$ cat src/rtl/multi_channel_seq_pkg.sv
// Shared types for the multi-channel tile sequencer.
// State encoding, error codes and a phase helper.
package multi_channel_seq_pkg;

    typedef enum logic [2:0] {
        IDLE,
        READ,
        PROC,
        WRITE,
        NEXT,
        DONE,
        ERR
    } state_e;

    localparam logic [1:0] ERR_NONE = 2'd0;
    localparam logic [1:0] ERR_RD   = 2'd1;
    localparam logic [1:0] ERR_PROC = 2'd2;
    localparam logic [1:0] ERR_WR   = 2'd3;

    function automatic logic is_phase(input state_e s);
        return (s == READ) || (s == PROC) || (s == WRITE);
    endfunction

endpackage

$ cat src/rtl/multi_channel_sequencer_phase_watchdog.sv
// Per-phase cycle counter; flags the last allowed cycle of a phase.
// Restarts from zero whenever the phase changes or goes inactive.
module phase_watchdog #(
    parameter int TIMEOUT = 1024
) (
    input  logic clk,
    input  logic reset,
    input  logic clear,
    input  logic active,
    output logic expired
);

    localparam int CW = $clog2(TIMEOUT);
    localparam logic [CW-1:0] LAST = CW'(TIMEOUT - 1);

    logic [CW-1:0] cnt_q, cnt_d;

    assign expired = active && (cnt_q == LAST);

    always_comb begin
        cnt_d = cnt_q;
        if (clear || !active) begin
            cnt_d = '0;
        end else if (!expired) begin
            cnt_d = cnt_q + CW'(1);
        end
    end

    always_ff @(posedge clk) begin
        if (reset) begin
            cnt_q <= '0;
        end else begin
            cnt_q <= cnt_d;
        end
    end

endmodule

$ cat src/rtl/multi_channel_sequencer.sv
// Tile sequencer: READ -> PROC -> WRITE per tile across NUM_CH channels.
// Registered Moore outputs, per-phase watchdog, channel mask and abort.
module multi_channel_sequencer
    import multi_channel_seq_pkg::*;
#(
    parameter int NUM_CH  = 4,
    parameter int TILE_W  = 16,
    parameter int TIMEOUT = 1024
) (
    input  logic              clk,
    input  logic              reset,
    input  logic              start,
    input  logic              abort,
    input  logic [TILE_W-1:0] num_tiles,
    input  logic [NUM_CH-1:0] ch_mask,
    input  logic              rd_done,
    input  logic              wr_done,
    input  logic [NUM_CH-1:0] finish,
    output logic              rd_en,
    output logic              wr_en,
    output logic [NUM_CH-1:0] enable,
    output logic [TILE_W-1:0] tile_idx,
    output logic              busy,
    output logic              done,
    output logic              error,
    output logic [1:0]        err_code
);

    state_e            state_q, state_d;
    logic [TILE_W-1:0] tile_q, tile_d;
    logic [TILE_W-1:0] num_q, num_d;
    logic [NUM_CH-1:0] mask_q, mask_d;
    logic [NUM_CH-1:0] fin_q, fin_d;
    logic [NUM_CH-1:0] fin_all;
    logic [1:0]        code_q, code_d;

    logic              rd_en_q, wr_en_q, busy_q, done_q, error_q;
    logic [NUM_CH-1:0] enable_q, enable_d;

    logic wd_clear, wd_active, wd_exp;

    phase_watchdog #(
        .TIMEOUT (TIMEOUT)
    ) u_wd (
        .clk     (clk),
        .reset   (reset),
        .clear   (wd_clear),
        .active  (wd_active),
        .expired (wd_exp)
    );

    assign wd_active = is_phase(state_q);
    assign wd_clear  = (state_d != state_q);
    assign fin_all   = (fin_q | finish) & mask_q;

    always_comb begin
        state_d = state_q;
        tile_d  = tile_q;
        num_d   = num_q;
        mask_d  = mask_q;
        fin_d   = fin_q;
        code_d  = code_q;
        if (abort) begin
            state_d = IDLE;
            tile_d  = '0;
            fin_d   = '0;
            code_d  = ERR_NONE;
        end else begin
            unique case (state_q)
                IDLE: begin
                    if (start) begin
                        num_d  = num_tiles;
                        mask_d = ch_mask;
                        if (num_tiles == '0 || ch_mask == '0) begin
                            state_d = DONE;
                        end else begin
                            state_d = READ;
                            tile_d  = '0;
                        end
                    end
                end
                READ: begin
                    if (rd_done) begin
                        state_d = PROC;
                    end else if (wd_exp) begin
                        state_d = ERR;
                        code_d  = ERR_RD;
                    end
                end
                PROC: begin
                    // completion this cycle beats a simultaneous timeout
                    if (fin_all == mask_q) begin
                        state_d = WRITE;
                        fin_d   = '0;
                    end else if (wd_exp) begin
                        state_d = ERR;
                        code_d  = ERR_PROC;
                        fin_d   = '0;
                    end else begin
                        fin_d = fin_all;
                    end
                end
                WRITE: begin
                    if (wr_done) begin
                        state_d = NEXT;
                    end else if (wd_exp) begin
                        state_d = ERR;
                        code_d  = ERR_WR;
                    end
                end
                NEXT: begin
                    if (tile_q == num_q - TILE_W'(1)) begin
                        state_d = DONE;
                    end else begin
                        state_d = READ;
                        tile_d  = tile_q + TILE_W'(1);
                    end
                end
                DONE: state_d = IDLE;
                ERR:  state_d = ERR;
                default: state_d = IDLE;
            endcase
        end
    end

    assign enable_d = (state_d == PROC) ? (mask_d & ~fin_d) : '0;

    always_ff @(posedge clk) begin
        if (reset) begin
            state_q  <= IDLE;
            tile_q   <= '0;
            num_q    <= '0;
            mask_q   <= '0;
            fin_q    <= '0;
            code_q   <= ERR_NONE;
            rd_en_q  <= 1'b0;
            wr_en_q  <= 1'b0;
            enable_q <= '0;
            busy_q   <= 1'b0;
            done_q   <= 1'b0;
            error_q  <= 1'b0;
        end else begin
            state_q  <= state_d;
            tile_q   <= tile_d;
            num_q    <= num_d;
            mask_q   <= mask_d;
            fin_q    <= fin_d;
            code_q   <= code_d;
            rd_en_q  <= (state_d == READ);
            wr_en_q  <= (state_d == WRITE);
            enable_q <= enable_d;
            busy_q   <= (state_d == READ) || (state_d == PROC)
                     || (state_d == WRITE) || (state_d == NEXT);
            done_q   <= (state_d == DONE);
            error_q  <= (state_d == ERR);
        end
    end

    assign rd_en    = rd_en_q;
    assign wr_en    = wr_en_q;
    assign enable   = enable_q;
    assign tile_idx = tile_q;
    assign busy     = busy_q;
    assign done     = done_q;
    assign error    = error_q;
    assign err_code = code_q;

endmodule

$ cat config.mk
export PLATFORM = sky130hd
export DESIGN_NAME = multi_channel_sequencer
export DESIGN_NICKNAME = d
export VERILOG_FILES = /design/src/rtl/multi_channel_seq_pkg.sv /design/src/rtl/multi_channel_sequencer_phase_watchdog.sv /design/src/rtl/multi_channel_sequencer.sv
export SDC_FILE = /design/constraint.sdc
export NUM_CORES = 1
export LEC_CHECK = 0
export BUFFER_PORTS_ARGS = -buffer_cell sky130_fd_sc_hd__clkbuf_2
export CAP_MARGIN = 20
export CORE_ASPECT_RATIO = 0.7
export CORE_UTILIZATION = 51
export DETAILED_ROUTE_END_ITERATION = 8
export PLACE_DENSITY_LB_ADDON = 0.1
export SETUP_SLACK_MARGIN = 0.4
export SYNTH_ARGS = -nofsm -noshare
export SYNTH_HDL_FRONTEND = slang
export SYNTH_SLANG_ARGS = --single-unit
$ cat constraint.sdc
create_clock -name clk -period 2.92 [get_ports clk]
set_input_delay 0.292 -clock clk [delete_from_list [all_inputs] [get_ports clk]]
set_output_delay 0.292 -clock clk [all_outputs]
set_load 0.005 [all_outputs]
==> flow_summary.yaml <==
run_status:
  status: "complete, no violations"
logic_synthesis:
  ys_seq_area_share_pct: 37.8
  synth-edff-count: 0
  synthFlopType: "dfxtp_1"
  yosysWarnings: 0
  async_flop_share_pct: 0
  syn-cell-area_mm2: 0.00339
  synth_cell_types: 53
  syn_nets: 463
  avgSynthCellArea_um2: 7.89
  synthCells: 430
  synth_seq_cells: 64
floorplan:
  die-area_mm2: 0.00698
  row_count: 24
  ios: 57
  start_util_pct: 53.5
  core_mm2: 0.00634
  die_width_um: 99.5
  fp.dieH_um: 70.2
global_routing:
  grtUsageTotal_pct: 27.5
  grt.overflow.total: 0
  antenna_found_initial: 0
  grt_max_degree: 27
  grt_pass1_vias: 3058
  grt_pass1_wl_um: 15000
place:
  place_hpwl_um: 6280
  portBuffers: 56
  gp_congestion: 0.870
power_and_ir_drop:
  ir_drop_mv: 0.367
  p_leak_nw: 1.57
  cellPowerDensity_mw_per_mm2: 487
  p_total_mw: 2.03
critical_path:
  path_depth: 8
  r2r_end: "busy"
  crit_buf_inv: 0
  slowest_delay_ps: 530
  worst_setup_path_start_kind: "flip-flop"
  required_ps: 3200
  r2r_cells: 8
  cp_max_fo: 6
  critPathLaunch: "num_q[11]"
  criticalPathCategory: "reg2reg"
  cp-end-kind: "flip-flop"
  path_delay_family: "simple AND/OR/NAND/NOR gates"
  timing.rr.start: "num_q[11]"
  crit_slowest_cell: "or4_4"
  r2r_setup_slack_ps: 80
  endpoint: "busy"
  crit_chain: "or4_4 -> or4_4 -> a211o_1 -> a221oi_2 -> and4b_2 -> a21boi_4 -> or3_1 -> a21oi_1"
  cpMostUsedCell: "or4_4"
  critPathArrivalTime_ps: 3120
timing:
  worstMarginPinSlew_ps: 740
  period_needed_ps: 2840
  fin_setup_tns_ps: 0
  finalHoldViolCount: 0
  rsz0062_at_grt: "yes"
  period_share_pct: 97.4
  finalSetupViolations: 0
  drv_slew: 0
  max_freq_ghz: 0.352
  relSlewSlack_pct: 50.0
  fin_hold_ws_ps: 168
  skew_ps: 8.33
detailed_routing:
  ant_nets: 0
  vias_per_cell: 5.71
  drt-initial-drc-count: 254
  vias: 3377
  wirelength_um: 8840
  drt-wirelength-per-cell_um: 14.9
  first_pass_iters: 5
  drc: 0
final_layout:
  drive_above_1_share_pct: 23.4
  antenna_cells: 0
  nets: 528
  syn_to_final_growth_pct: 23.0
clock_network:
  cts.root.buffer_cell: "clkbuf_8"
  clkSinkCount: 64
  hold_buffers: 0
  cts.path.max_buffers: 2
  clock_latency_ps: 350
  clkSlewWorstSetupHoldPaths_ps: 70
  cts_buffers: 9
  cts_tree: "yes"
  htreeDepth: 3
job:
  cap_violations: 0
worst_hold_path:
  hold_class: "in2reg"
[cells in the mapped netlist (2+ instances only)]
cell      number  area share (%)
buf_6          2            0.66
or2_2          3            0.55
and4_1         3            0.78
xor2_1         9             2.3
nand2_1       53             5.9
and3_1         8             1.5
nand3_1       16             2.4
or3_1         10             1.8
a211oi_1       4            0.89
dfxtp_1       64              38
ha_1           3             1.1
clkbuf_1      16             1.8
nor2b_1        2            0.37
nand3b_1       3            0.66
o211ai_1       3            0.66
nand4_1       10             1.8
or4_1          6             1.3
xnor2_1       24             6.2
o21ai_0       16             2.4
nor2_1        51             5.6
nand2b_1       7             1.3
o21a_1         3            0.66
o31ai_1        6             1.3
a21oi_1       37             5.5
nor3b_1        7             1.5
inv_1          7            0.78
mux2i_1        6             1.8
buf_2          2            0.30
nor4_1         7             1.3
nor3_1        16             2.4
a21o_1         3            0.66
and4b_1        2            0.59
[worst min path at each step]
| stage | startpoint | slack (ps) | cells past startpoint | end |
|---|---|---|---|---|
| 6_report | num_tiles[11] | 170 | 3 | num_q[11] |
| 5_1_grt | num_tiles[11] | 180 | 3 | num_q[11] |
| 4_1_cts | num_tiles[11] | 150 | 3 | num_q[11] |
| 3_5_place_dp | num_q[15] | 480 | 2 | num_q[15] |
| 3_3_place_gp | num_q[15] | 480 | 2 | num_q[15] |
| 2_1_floorplan | num_tiles[11] | 420 | 2 | num_q[11] |
[power by group]
group | switching (mW) | internal, mW | leakage (nW)
clock | 0.383 | 0.491 | 0.111
combinational | 0.136 | 0.116 | 0.938
sequential | 0.0189 | 0.888 | 0.519
[cells in the final DEF, fill, tap and decap left out, drive strengths merged, types with 4 or more instances in the layout]
| master | instances |
|---|---|
| nand4 | 10 |
| xnor2 | 24 |
| nor2 | 51 |
| o21ai | 17 |
| a21oi | 37 |
| nand2b | 7 |
| buf | 19 |
| nor4 | 7 |
| nor3 | 16 |
| nand3 | 16 |
| dfxtp | 64 |
| nor3b | 7 |
| or4 | 6 |
| a211oi | 4 |
| inv | 10 |
| mux2i | 6 |
| or3 | 10 |
| xor2 | 9 |
| and3 | 8 |
| clkbuf | 65 |
| nand2 | 53 |
| o31ai | 6 |
[flip-flops by register name, indices dropped and copies added, names as in the netlist]
register    count
num_q          16
tile_idx       16
u_wd.cnt_q     10
enable          4
fin_q           4
mask_q          4
state_q         3
err_code        2
busy            1
done            1
error           1
rd_en           1
wr_en           1
[metal layers]
layer | global-route usage, % | up-vias | wire, µm
met5 | 0 | - | 0
met4 | 8.66 | 0 | 77
met3 | 6.31 | 8 | 593
met2 | 39.6 | 135 | 3820
met1 | 40.5 | 1558 | 4350
li1 | - | 1676 | -
[cell type report]
type	count	area [µm²]
inverter	7	26.3
clock inverter	7	103
tap	91	114
sequential	64	1290
multi-input combinational	338	2090
fill	604	2170
timing repair buffer	75	423
clock buffer	9	124
[worst register-to-register path: stages (launching register included)]
cell and delay [ps]:
dfxtp_4 350, or4_4 530, or4_4 510, a211o_1 270, a221oi_2 220, and4b_2 320, a21boi_4 110, or3_1 310
a21oi_1 140
[metrics by stage]
stage	instance area [µm²]	std cells	util, %	setup WS, ps
2_1_floorplan	3440	430	-	247
3_3_place_gp	3850	571	60.8	97.3
3_5_place_dp	3850	571	60.8	30.1
4_1_cts	4130	590	65.2	79.8
5_1_grt	4170	591	65.8	-59.4
6_report	4170	591	65.8	77.0
[logic make-up after synthesis]
| group | Yosys count | synth area share, % |
|---|---|---|
| flops | 64 | 37.8 |
| xor+xnor | 33 | 8.52 |
| fa+ha+maj | 3 | 1.11 |
| simple gates | 208 | 30.8 |
| mux | 6 | 1.77 |
| compound gates | 87 | 16.2 |
| buf+inv | 29 | 3.84 |
[timing repair]
action | CTS | global route
gates cloned | 1 | 0
endpoints found under the setup margin | 35 | 35
pin swaps | 3 | 8
gates resized for setup | 7 | 6
buffers inserted | 2 | 1
No activity file was read; power rests on OpenSTA's default activity.
